`config.mk`:
```
export PLATFORM = sky130hd
export DESIGN_NAME = ro_freq_meter
export DESIGN_NICKNAME = d
export VERILOG_FILES = /design/src/rtl/ro_freq_meter_pkg.sv /design/src/rtl/ro_sync_edge.sv /design/src/rtl/ro_freq_meter.sv
export SDC_FILE = /design/constraint.sdc
export NUM_CORES = 1
export LEC_CHECK = 0
export BUFFER_PORTS_ARGS = -buffer_cell sky130_fd_sc_hd__buf_4
export CORE_MARGIN = 5
export CORE_UTILIZATION = 35
export DETAILED_ROUTE_END_ITERATION = 7
export SLEW_MARGIN = 20
export SYNTH_ARGS = -nofsm -noshare
export SYNTH_HDL_FRONTEND = slang
export SYNTH_HIERARCHICAL = 1
export SYNTH_SLANG_ARGS = --single-unit
```
`constraint.sdc`:
```
create_clock -name CK -period 2.5 [get_ports CK]
set_clock_uncertainty 0.1 [all_clocks]
set_input_delay 0.25 -clock CK [delete_from_list [all_inputs] [get_ports CK]]
set_output_delay 0.25 -clock CK [all_outputs]
set_load 0.01 [all_outputs]
```
`src/rtl/ro_freq_meter_pkg.sv`:
```
// ro_freq_meter_pkg: FSM states and default sizing shared by the RO frequency meter.
package ro_freq_meter_pkg;
  typedef enum logic [1:0] {IDLE, MEAS, FIN} state_t;
  localparam int CNT_W_DEF = 16;
  localparam int WIN_W_DEF = 16;
  localparam int SYNC_MIN  = 2;
endpackage

```
`src/rtl/ro_sync_edge.sv`:
```
// ro_sync_edge: synchronises an asynchronous input and emits a one-cycle pulse per rising edge.
module ro_sync_edge
  import ro_freq_meter_pkg::*;
#(
  parameter int STAGES = SYNC_MIN
) (
  input  logic clk,
  input  logic rst_n,
  input  logic d,
  output logic pulse
);
  logic [STAGES-1:0] sync;
  logic              hist;
  always_ff @(posedge clk or negedge rst_n) begin
    if (!rst_n) begin
      sync <= '0;
      hist <= 1'b0;
    end else begin
      sync <= {sync[STAGES-2:0], d};
      hist <= sync[STAGES-1];
    end
  end
  assign pulse = sync[STAGES-1] & ~hist;
endmodule

```
`src/rtl/ro_freq_meter.sv`:
```
// ro_freq_meter: counts ring-oscillator edges over a programmable window of CK cycles.
// Define RO_FREQ_METER_CONT_EN to add the CONT input for back-to-back windows.
module ro_freq_meter
  import ro_freq_meter_pkg::*;
#(
  parameter int CNT_W       = CNT_W_DEF,
  parameter int WIN_W       = WIN_W_DEF,
  parameter int SYNC_STAGES = SYNC_MIN
) (
  input  logic             CK,
  input  logic             RN,
  input  logic             RO_IN,
  input  logic             START,
  input  logic [WIN_W-1:0] WINDOW,
  output logic             BUSY,
  output logic             DONE,
  output logic [CNT_W-1:0] COUNT,
  output logic             OVF
`ifdef RO_FREQ_METER_CONT_EN
  ,
  input  logic             CONT
`endif
);
  state_t           state, state_nx;
  logic [WIN_W-1:0] win, wcnt;
  logic [CNT_W-1:0] work;
  logic             sat, edge_p, cont, go, reload, fin_first;
`ifdef RO_FREQ_METER_CONT_EN
  assign cont = CONT;
`else
  assign cont = 1'b0;
`endif
  ro_sync_edge #(.STAGES(SYNC_STAGES)) u_sync (
    .clk  (CK),
    .rst_n(RN),
    .d    (RO_IN),
    .pulse(edge_p)
  );
  // DONE marks the cycle after FIN; the meter stays busy until the result is presented.
  assign BUSY      = (state != IDLE) || DONE;
  assign go        = (state == IDLE) && !DONE && START;
  assign fin_first = (state == FIN) && !DONE;
  // In continuous mode FIN is held a second cycle (the DONE cycle) before re-entering MEAS.
  assign reload    = (state == FIN) && DONE && cont;
  always_comb begin
    state_nx = state;
    if (go) state_nx = (WINDOW == '0) ? FIN : MEAS;
    else if (state == MEAS && wcnt == WIN_W'(1)) state_nx = FIN;
    else if (state == FIN) state_nx = !cont ? IDLE : (!DONE || win == '0) ? FIN : MEAS;
  end
  always_ff @(posedge CK or negedge RN) begin
    if (!RN) begin
      state <= IDLE;
      win   <= '0;
      wcnt  <= '0;
      work  <= '0;
      sat   <= 1'b0;
      COUNT <= '0;
      OVF   <= 1'b0;
      DONE  <= 1'b0;
    end else begin
      state <= state_nx;
      DONE  <= fin_first;
      if (go) begin
        win  <= WINDOW;
        wcnt <= WINDOW;
        work <= '0;
        sat  <= 1'b0;
      end else if (reload) begin
        wcnt <= win;
        work <= '0;
        sat  <= 1'b0;
      end else if (state == MEAS) begin
        wcnt <= wcnt - WIN_W'(1);
        if (edge_p && &work) sat <= 1'b1;
        else if (edge_p) work <= work + CNT_W'(1);
      end
      if (fin_first) begin
        COUNT <= work;
        OVF   <= sat;
      end
    end
  end
endmodule

```
==> results of run 1 <==
## final cells by class
class | instances | area share, %
clock buffer | 6 | 2.09
multi-input combinational | 206 | 41.9
tap | 105 | 3.79
sequential | 56 | 40.4
timing repair buffer | 48 | 10.5
clock inverter | 2 | 0.469
inverter | 7 | 0.758
## routing by layer
| layer | wire (um) | GRT usage (%) |
|---|---|---|
| met1 | 3250 | 19.9 |
| met5 | 0 | 0 |
| met2 | 3290 | 23.8 |
| met4 | 148 | 5.73 |
| met3 | 342 | 2.69 |
## worst max-delay path by stage
stage,start,end,slack (ps),cells after the start
finish,state[1]$_DFFE_PN0P_,work[5]$_DFFE_PN0P_,470,5
global placement,state[1]$_DFFE_PN0P_,work[5]$_DFFE_PN0P_,540,5
global route,work[0]$_DFFE_PN0P_,work[10]$_DFFE_PN0P_,360,5
detailed placement,state[1]$_DFFE_PN0P_,work[5]$_DFFE_PN0P_,500,5
CTS,state[1]$_DFFE_PN0P_,work[5]$_DFFE_PN0P_,490,5
floorplan,wcnt[4]$_DFFE_PN0P_,wcnt[9]$_DFFE_PN0P_,630,4
## timing repair
action | CTS | global route
buffers inserted | 0 | 0
hold buffers | 2 | 0
hold endpoints to repair | 57 | 0
## sequential cells by signal, indices dropped and copies added, names as in the netlist
register	flops
DONE	1
COUNT	16
work	16
OVF	1
u_sync/hist	1
u_sync/sync	2
wcnt	16
state	2
sat	1
## logic make-up (layout without fill, tap and decap cells)
group,count (synthesis),after routing,synth area share [%]
fa+ha+maj,3,3,1.27
xor+xnor,1,1,0.297
mux,22,22,8.20
compound gates,60,60,15.3
flops,56,56,47.6
buf+inv,20,63,3.48
simple gates,120,120,23.9
## metrics by stage
stage	util (%)	instances	total power, mW
floorplan	-	282	1.85
global placement	40.9	420	2.09
detailed placement	40.9	420	2.10
CTS	42.2	430	2.62
global route	42.2	430	2.78
finish	42.2	430	2.60
## placed cells by master, fill, tap and decap left out, types with 4 or more instances in the layout
master and instances:
mux2i_1 5, clkbuf_8 5, dfrtp_1 56, buf_4 46, nand2_1 26, o211ai_1 6
nand3_1 11, o21ai_0 11, nor2_1 15, nand4_1 10, or3_1 6, inv_1 6
mux2_2 17, a31oi_1 4, or4_1 4, nor3_1 8, a21oi_1 11, nor4_1 9
nand2b_1 7
## power by group through the flow
stage | Clock [mW] | Sequential (mW) | Combinational, mW
floorplan | 0 | 1.27 | 0.571
global placement | 0 | 1.35 | 0.741
detailed placement | 0 | 1.36 | 0.742
CTS | 0.530 | 1.34 | 0.751
global route | 0.558 | 1.38 | 0.840
finish | 0.504 | 1.35 | 0.743
## critical path, stage by stage (launching register included)
cell and delay [ps]:
dfrtp_1 510, or4b_1 710, buf_4 270, nand2_1 80, a31oi_1 40, a41o_1 210
==> flow_summary.yaml, run 1 <==
sta:
  tightest_slew_ps: 719
  hold-worst-slack_ps: 50.2
  final_hold_viol_count: 0
  fmax_mhz: 492
  setup_viol: 0
  final-max-slew-violation-count: 0
  max-slew-margin-rel_pct: 52.1
  rsz0062_at_grt: "false"
  finalCritPeriodShare_pct: 81.3
  setup_tns_ps: 0
  period_minus_slack_ps: 2030
  post-route-worst-setup-slack_ps: 468
setup_path:
  cp_data_required_time_ps: 2610
  cp-end-kind: "flip-flop"
  timing.rr.end: "work[5]$_DFFE_PN0P_"
  crit_fanout: 15
  worstSetupPathType: "flip-flop to flip-flop"
  r2r_cells: 5
  worstPathArrival_ps: 2140
  crit_path_start_kind: "flip-flop"
  r2r_setup_slack_ps: 470
  crit-reg2reg-launch: "state[1]$_DFFE_PN0P_"
power:
  p_comb_share_pct: 28.6
  clockPowerShare_pct: 19.4
  p_seq_share_pct: 52.0
  switching_share_pct: 36.9
  p_int_mw: 1.64
  p_switching_uw: 959
  ir_worst_vdd_v: 0.000373
  leakage_nw: 1.47
  powerDensity_mw_per_mm2: 749
run:
  drv_cap: 0
layout:
  fillers: 826
  final_cell_area_mm2: 0.00347
  drive_gt1_share_pct: 25.5
  multi_input_area_mm2: 0.00145
  ff_latch_area_mm2: 0.00140
  diodes: 0
  area_delta_synth_final_pct: 17.7
  fin_nets: 347
yosys:
  syn_inst: 282
  yosysSeqAreaShare_pct: 47.6
  async_reset_ff_share_pct: 100
  synth_top_cell_area_share_pct: 47.6
  synthesis.area_mm2: 0.00295
  yosysWarnings: 6
  synth_common_cells: "56 x dfrtp_1, 26 x nand2_1, 17 x mux2_2"
  synth_area_leaders: "dfrtp_1 48%, mux2_2 6.5%, nand2_1 3.3%"
  ys_seq_elements: 56
  yosys_most_used_dff: "dfrtp_1"
  synth-edff-count: 0
  synth_nets: 305
  yosysTopAreaCell: "dfrtp_1"
  synth_cell_types: 61
  synth.most_common_cell: "dfrtp_1"
  syn_area_per_cell_um2: 10.4
place:
  port_buffers: 38
  gp_congestion: 0.868
  dp_hpwl_um: 5060
  place_area_mm2: 0.00336
  dp_slack_ps: 504
detailed_routing:
  ant_nets: 0
  drt_iter0_drc: 93
  drc: 0
  wire_per_inst_um: 16.4
  dr.pass1.iters: 4
  totalWireLength_um: 7040
  vias: 2425
  via_per_inst: 5.64
floorplan:
  io_pins: 39
  start_util_pct: 35.8
  die-area_mm2: 0.0104
  die_y_um: 102
  die_w_um: 102
  rows: 33
  core_area_mm2: 0.00822
clock_network:
  tritoncts: "done"
  htree_levels: 2
  clock_path_buffers: 2
  cts_sinks: 56
  cts_root_buf: "clkbuf_8"
  cts_buffers: 5
  path_clk_slew_ps: 100
  clk_latency_ps: 320
  cts_resized: 0
min_path:
  hp-class: "input pin to flip-flop"
  hp-start: "WINDOW[4]"
  min_path_cells: 3
  hold_path_end: "wcnt[4]$_DFFE_PN0P_"
global_route:
  grt_pass1_vias: 2538
  grt_max_degree: 57
  antenna_found_initial: 0
  globalRouteOverflowTotal: 0
  grt_usage_pct: 14.8
  grt_first_pass_wirelength_um: 12300
outcome:
  status: "finished, final reports clean"
Note: power is estimated with default switching activity, not from simulation.
==> run 2: changes to the inputs <==
- clock period: 2.5 -> 1.7 ns (I/O delays scaled with it)
==> run 2 against run 1 <==
Against the previous run: register-to-register slack got worse by 670 ps; critical path depth fell by 1; sequential power rose by 41%; first-iteration DRC count fell by 37%; global-route usage rose by 1.7 points; the flow now finishes with violations (negative setup slack); total power rose by 95%; non-clock buffer count rose by 86; combinational power rose to 3.0 times the previous value; clock-buffer cell count did not move; largest power group is now combinational logic; cell count rose by 20%.
==> flow_summary.yaml, run 2 (synthesis results as in run 1) <==
sta:
  fmax_mhz: 527
  tightest_slew_ps: 447
  hold-worst-slack_ps: 8.60
  max-slew-margin-rel_pct: 69.9
  finalCritPeriodShare_pct: 112
  rsz0062_at_grt: "true"
  setup_viol: 28
  post-route-worst-setup-slack_ps: -198
  period_minus_slack_ps: 1900
  final_hold_viol_count: 0
  final-max-slew-violation-count: 0
global_route:
  busiest_layer: "met2"
  antenna_found_initial: 0
  grt_pass1_vias: 2921
  grt_max_degree: 29
  grt_use_met3_pct: 2.89
  grtUsageMet2_pct: 29.7
  grt_usage_pct: 16.6
  globalRouteOverflowTotal: 0
  grt_use_met1_pct: 20.6
  grt_first_pass_wirelength_um: 13700
clock_network:
  htree_levels: 2
  clock_path_buffers: 2
  cts_root_buf: "clkbuf_8"
  cts_buffers: 5
  path_clk_slew_ps: 100
  tritoncts: "done"
  clk_latency_ps: 310
  cts_sinks: 56
layout:
  final_cell_mix: "106 x buf_4, 52 x dfrtp_1, 25 x nand2_1"
  ff_latch_area_mm2: 0.00141
  multi_input_area_mm2: 0.00173
  area_delta_synth_final_pct: 54.5
  drive_gt1_share_pct: 51.3
  final_common_cell: "buf_4"
  fillers: 685
  reg_top3: "COUNT x16, wcnt x16, work x16"
  final_cell_area_mm2: 0.00455
  fin_nets: 433
  diodes: 0
min_path:
  hp-class: "input pin to flip-flop"
detailed_routing:
  drc: 0
  wire_per_inst_um: 16.1
  dr.pass1.iters: 4
  vias: 2774
  totalWireLength_um: 8290
  ant_nets: 0
  drt_iter0_drc: 59
  via_per_inst: 5.38
power:
  p_comb_share_pct: 44.2
  powerDensity_mw_per_mm2: 1110
  p_switching_mw: 1.79
  switching_share_pct: 35.3
  leakage_nw: 2.00
  p_seq_share_pct: 37.6
  p_int_mw: 3.27
  ir_worst_vdd_v: 0.000642
  clockPowerShare_pct: 18.2
setup_path:
  crit-reg2reg-launch: "state[1]$_DFFE_PN0P_"
  timing.rr.end: "wcnt[9]$_DFFE_PN0P_"
  r2r_cells: 4
  cp-end-kind: "flip-flop"
  crit_fanout: 5
  crit_path_start_kind: "flip-flop"
  cp_data_required_time_ps: 1790
  r2r_setup_slack_ps: -200
  worstPathArrival_ps: 1990
  critPathLaunch: "state[1]$_DFFE_PN0P_"
  worstSetupPathType: "flip-flop to flip-flop"
  critPathCapture: "wcnt[9]$_DFFE_PN0P_"
floorplan:
  io_pins: 39
  rows: 33
  die-area_mm2: 0.0104
  core_area_mm2: 0.00822
  start_util_pct: 35.8
  die_w_um: 102
  die_y_um: 102
place:
  gp_congestion: 0.925
  dp_hpwl_um: 5840
  place_area_mm2: 0.00387
  port_buffers: 38
run:
  drv_cap: 0
outcome:
  violations: "negative setup slack"
  status: "complete, but fails checks"
[run 2: changes by cell type in the layout (fill, tap and decap cells not counted), moves of 4 or more]
cell           before  now
a21oi_2             0    4
o21ai_2             0    7
buf_4              46  106
dlygate4sd3_1       2    9
o21ai_0            11    3
dfrtp_2             0    4
a21oi_1            11    7
nor4_1              9    5
buf_6               0   15
dfrtp_1            56   52
[run 2: per-layer routing]
metal  up-vias  part of all wire (%)
met3         9                   4.0
met1      1375                    44
met5         -                     0
met2        59                    51
li1       1331                     -
met4         0                  0.92
[run 2: worst min path at each step]
stage / from / to / cells past startpoint
floorplan: RN / COUNT[0]$_DFFE_PN0P_ / 0
global placement: RN / wcnt[3]$_DFFE_PN0P_ / 1
detailed placement: RN / wcnt[4]$_DFFE_PN0P_ / 1
CTS: WINDOW[7] / wcnt[7]$_DFFE_PN0P_ / 3
global route: WINDOW[7] / wcnt[7]$_DFFE_PN0P_ / 3
finish: WINDOW[7] / wcnt[7]$_DFFE_PN0P_ / 3
[run 2: cell type report]
cell class              instances  area share (%)
clock buffers                   6            1.82
flip-flops and latches         56            30.9
inverters                       7           0.688
repair buffers                134            24.8
clock inverters                 2           0.853
multi-input cells             206            38.0
well taps                     105            2.89
[run 2: critical path, stage by stage, from the launching register on]
cell      delay [ps]
dfrtp_2          450
or4b_4           530
or3_4            390
o311ai_2         220
nand3_1          100
[run 2: through the flow]
step,TNS [ps],worst slack (ps),instances,util (%),power [mW]
finish,-2260,-198,516,55.4,5.06
global route,-4220,-256,516,55.4,5.37
CTS,-1570,-164,508,53.0,4.87
detailed placement,-2770,-190,479,47.1,3.62
global placement,-1760,-168,479,47.1,3.57
floorplan,-414,-169,282,-,2.77
[run 2: power groups by stage]
stage | sequential [mW] | combinational, mW | clock, mW
3_3_place_gp | 1.88 | 1.69 | 0
3_5_place_dp | 1.90 | 1.72 | 0
4_1_cts | 1.88 | 2.03 | 0.957
5_1_grt | 1.94 | 2.43 | 1.00
2_1_floorplan | 1.89 | 0.881 | 0
6_report | 1.90 | 2.24 | 0.921
[run 2: what timing repair did]
action / CTS / global route
endpoints found under the setup margin: 39 / 35
resized for setup: 50 / 30
pin swaps: 22 / 24
endpoints found under the hold margin: 33 / 0
hold buffers: 9 / 0
buffers inserted: 12 / 9
==> run 3: changes to the inputs <==
--- a/config.mk
+++ b/config.mk
@@ -10,4 +10,5 @@
 export CORE_UTILIZATION = 35
 export DETAILED_ROUTE_END_ITERATION = 7
+export PLACE_DENSITY = 0.62
 export SLEW_MARGIN = 20
 export SYNTH_ARGS = -nofsm -noshare
==> constraint.sdc (replaced) <==
create_clock -name CK -period 1.7 [get_ports CK]
set_clock_uncertainty 0.1 [all_clocks]
set_input_delay 0.34 -clock CK [delete_from_list [all_inputs] [get_ports CK]]
set_output_delay 0.34 -clock CK [all_outputs]
set_load 0.01 [all_outputs]
==> run 3 against run 2 <==
Against the previous run: the flow still finishes with violations (negative setup slack); via count rose by 2.8%; register-to-register slack got worse by 30 ps; cell area rose by 5.6%; first-iteration DRC count rose by 68%; global-route usage rose by 0.91 points; setup slack got worse by 31 ps; total power rose by 4.8%; fmax fell by 1.6%.
==> flow_summary.yaml, run 3 (synthesis results as in run 1) <==
detailed_routing:
  drt_iter0_drc: 99
  dr.pass1.iters: 4
  ant_nets: 0
  totalWireLength_um: 9260
  wire_per_inst_um: 17.7
  vias: 2853
  drc: 0
  wl_met3_um: 417
  via_per_inst: 5.44
  met2WireLength_um: 4610
  wl_met1_um: 4040
  top_layer_used: "met4"
layout:
  reg_top3: "COUNT x16, wcnt x16, work x16"
  diodes: 0
  post-route-util_pct: 58.4
  fin_nets: 441
  final_cell_mix: "104 x buf_4, 51 x dfrtp_1, 34 x buf_6"
  drive_gt1_share_pct: 56.6
  area_delta_synth_final_pct: 63.0
  final_common_cell: "buf_4"
  fin_cells: 524
global_route:
  grt_first_pass_wirelength_um: 14400
  antenna_found_initial: 0
  grt_usage_pct: 17.5
  grt_pass1_vias: 3019
  globalRouteOverflowTotal: 0
  grt_max_degree: 40
clock_network:
  tritoncts: "done"
  cts_sinks: 56
  path_clk_slew_ps: 110
  clock_path_buffers: 2
  cts_root_buf: "clkbuf_8"
  htree_levels: 2
  clk_latency_ps: 320
  cts_buffers: 5
setup_path:
  cp_cell_sequence: "buf_6 > or4b_4 > or3_4 > o311ai_4 > nand3_1"
  cp-end-kind: "flip-flop"
  crit_path_top_delay_cell: "or4b_4"
  slowest_delay_ps: 470
  crit_path_start_kind: "flip-flop"
  cp_data_required_time_ps: 1800
  path_buf_inv: 1
  worstPathArrival_ps: 2030
  cpLargestDelayFamily: "simple AND/OR/NAND/NOR gates"
  worstSetupPathType: "flip-flop to flip-flop"
  crit_fanout: 4
min_path:
  hp-class: "input pin to flip-flop"
sta:
  final_hold_viol_count: 0
  max-slew-margin-rel_pct: 59.6
  rsz0062_at_grt: "true"
  tightest_slew_ps: 602
  fmax_mhz: 518
  period_minus_slack_ps: 1930
  post-route-worst-setup-slack_ps: -229
  hold-worst-slack_ps: 39.4
  finalCritPeriodShare_pct: 113
  final-max-slew-violation-count: 0
  setup_viol: 44
power:
  ir_worst_vdd_v: 0.000532
  leakage_nw: 2.11
  p_seq_share_pct: 36.6
  p_switching_mw: 1.95
  powerDensity_mw_per_mm2: 1100
  clockPowerShare_pct: 17.6
  switching_share_pct: 36.8
  p_comb_share_pct: 45.9
  p_int_mw: 3.35
run:
  drv_cap: 0
floorplan:
  die_w_um: 102
  die-area_mm2: 0.0104
  rows: 33
  core_area_mm2: 0.00822
  die_y_um: 102
  start_util_pct: 35.8
  io_pins: 39
place:
  dp_hpwl_um: 5860
  port_buffers: 38
  dp.cells: 481
  gp_congestion: 0.886
outcome:
  status: "complete, but fails checks"
  violations: "negative setup slack"
[run 3: changes by cell type in the layout (fill, tap and decap cells not counted), sizes merged]
cell / delta
inv: +1
dlygate4sd3: -8
buf: +15
[run 3: layer usage]
metal | global-route usage [%] | vias to the layer above
met4 | 5.01 | 0
met5 | 0 | -
met2 | 31.1 | 88
met3 | 3.10 | 27
li1 | - | 1344
met1 | 21.6 | 1394
[run 3: through the flow]
stage,instance area (um2),TNS (ps),power (mW),setup WS [ps]
3_5_place_dp,3890,-2300,3.60,-184
4_1_cts,4450,-2660,4.97,-184
5_1_grt,4800,-6490,5.58,-292
6_report,4800,-3960,5.30,-229
3_3_place_gp,3890,-1560,3.56,-159
2_1_floorplan,3020,-414,2.77,-169
[run 3: worst paths after layout]
path                                           from                        to  slack (ps)  cells past startpoint
hold reg to reg            u_sync/sync[0]$_DFF_PN0_  u_sync/sync[1]$_DFF_PN0_         270                      0
min in group asynchronous                        RN       wcnt[8]$_DFFE_PN0P_         330                      2
setup reg to reg               state[0]$_DFFE_PN0P_       wcnt[9]$_DFFE_PN0P_        -230                      5
hold / removal                                RO_IN  u_sync/sync[0]$_DFF_PN0_          40                      1
setup / recovery               state[0]$_DFFE_PN0P_       wcnt[9]$_DFFE_PN0P_        -230                      5
max in group asynchronous                        RN      state[0]$_DFFE_PN0P_         660                      3
[run 3: power by group through the flow]
stage	combinational (mW)	clock (mW)	sequential, mW
finish	2.43	0.932	1.94
global route	2.60	1.01	1.97
CTS	2.13	0.953	1.89
detailed placement	1.70	0	1.90
global placement	1.67	0	1.88
floorplan	0.881	0	1.89
[run 3: area by class of cell]
| type | instances | area [um2] |
|---|---|---|
| Clock inverter | 3 | 46.3 |
| Tap cell | 105 | 131 |
| Timing Repair Buffer | 142 | 1240 |
| Inverter | 7 | 33.8 |
| Sequential cell | 56 | 1410 |
| Clock buffer | 5 | 68.8 |
| Fill cell | 660 | 3410 |
| Multi-Input combinational cell | 206 | 1880 |
[run 3: worst register-to-register path, stage by stage, from the launching register on]
cell and delay, ps:
dfrtp_2 430, buf_6 120, or4b_4 470, or3_4 370, o311ai_4 210, nand3_1 110
[run 3: what timing repair did]
item | CTS | global route
buffers inserted | 22 | 14
hold endpoints to repair | 17 | 0
hold buffers | 1 | 0
cloned | 0 | 1
setup endpoints to repair | 34 | 53
resized for setup | 72 | 60
pin swaps | 35 | 37
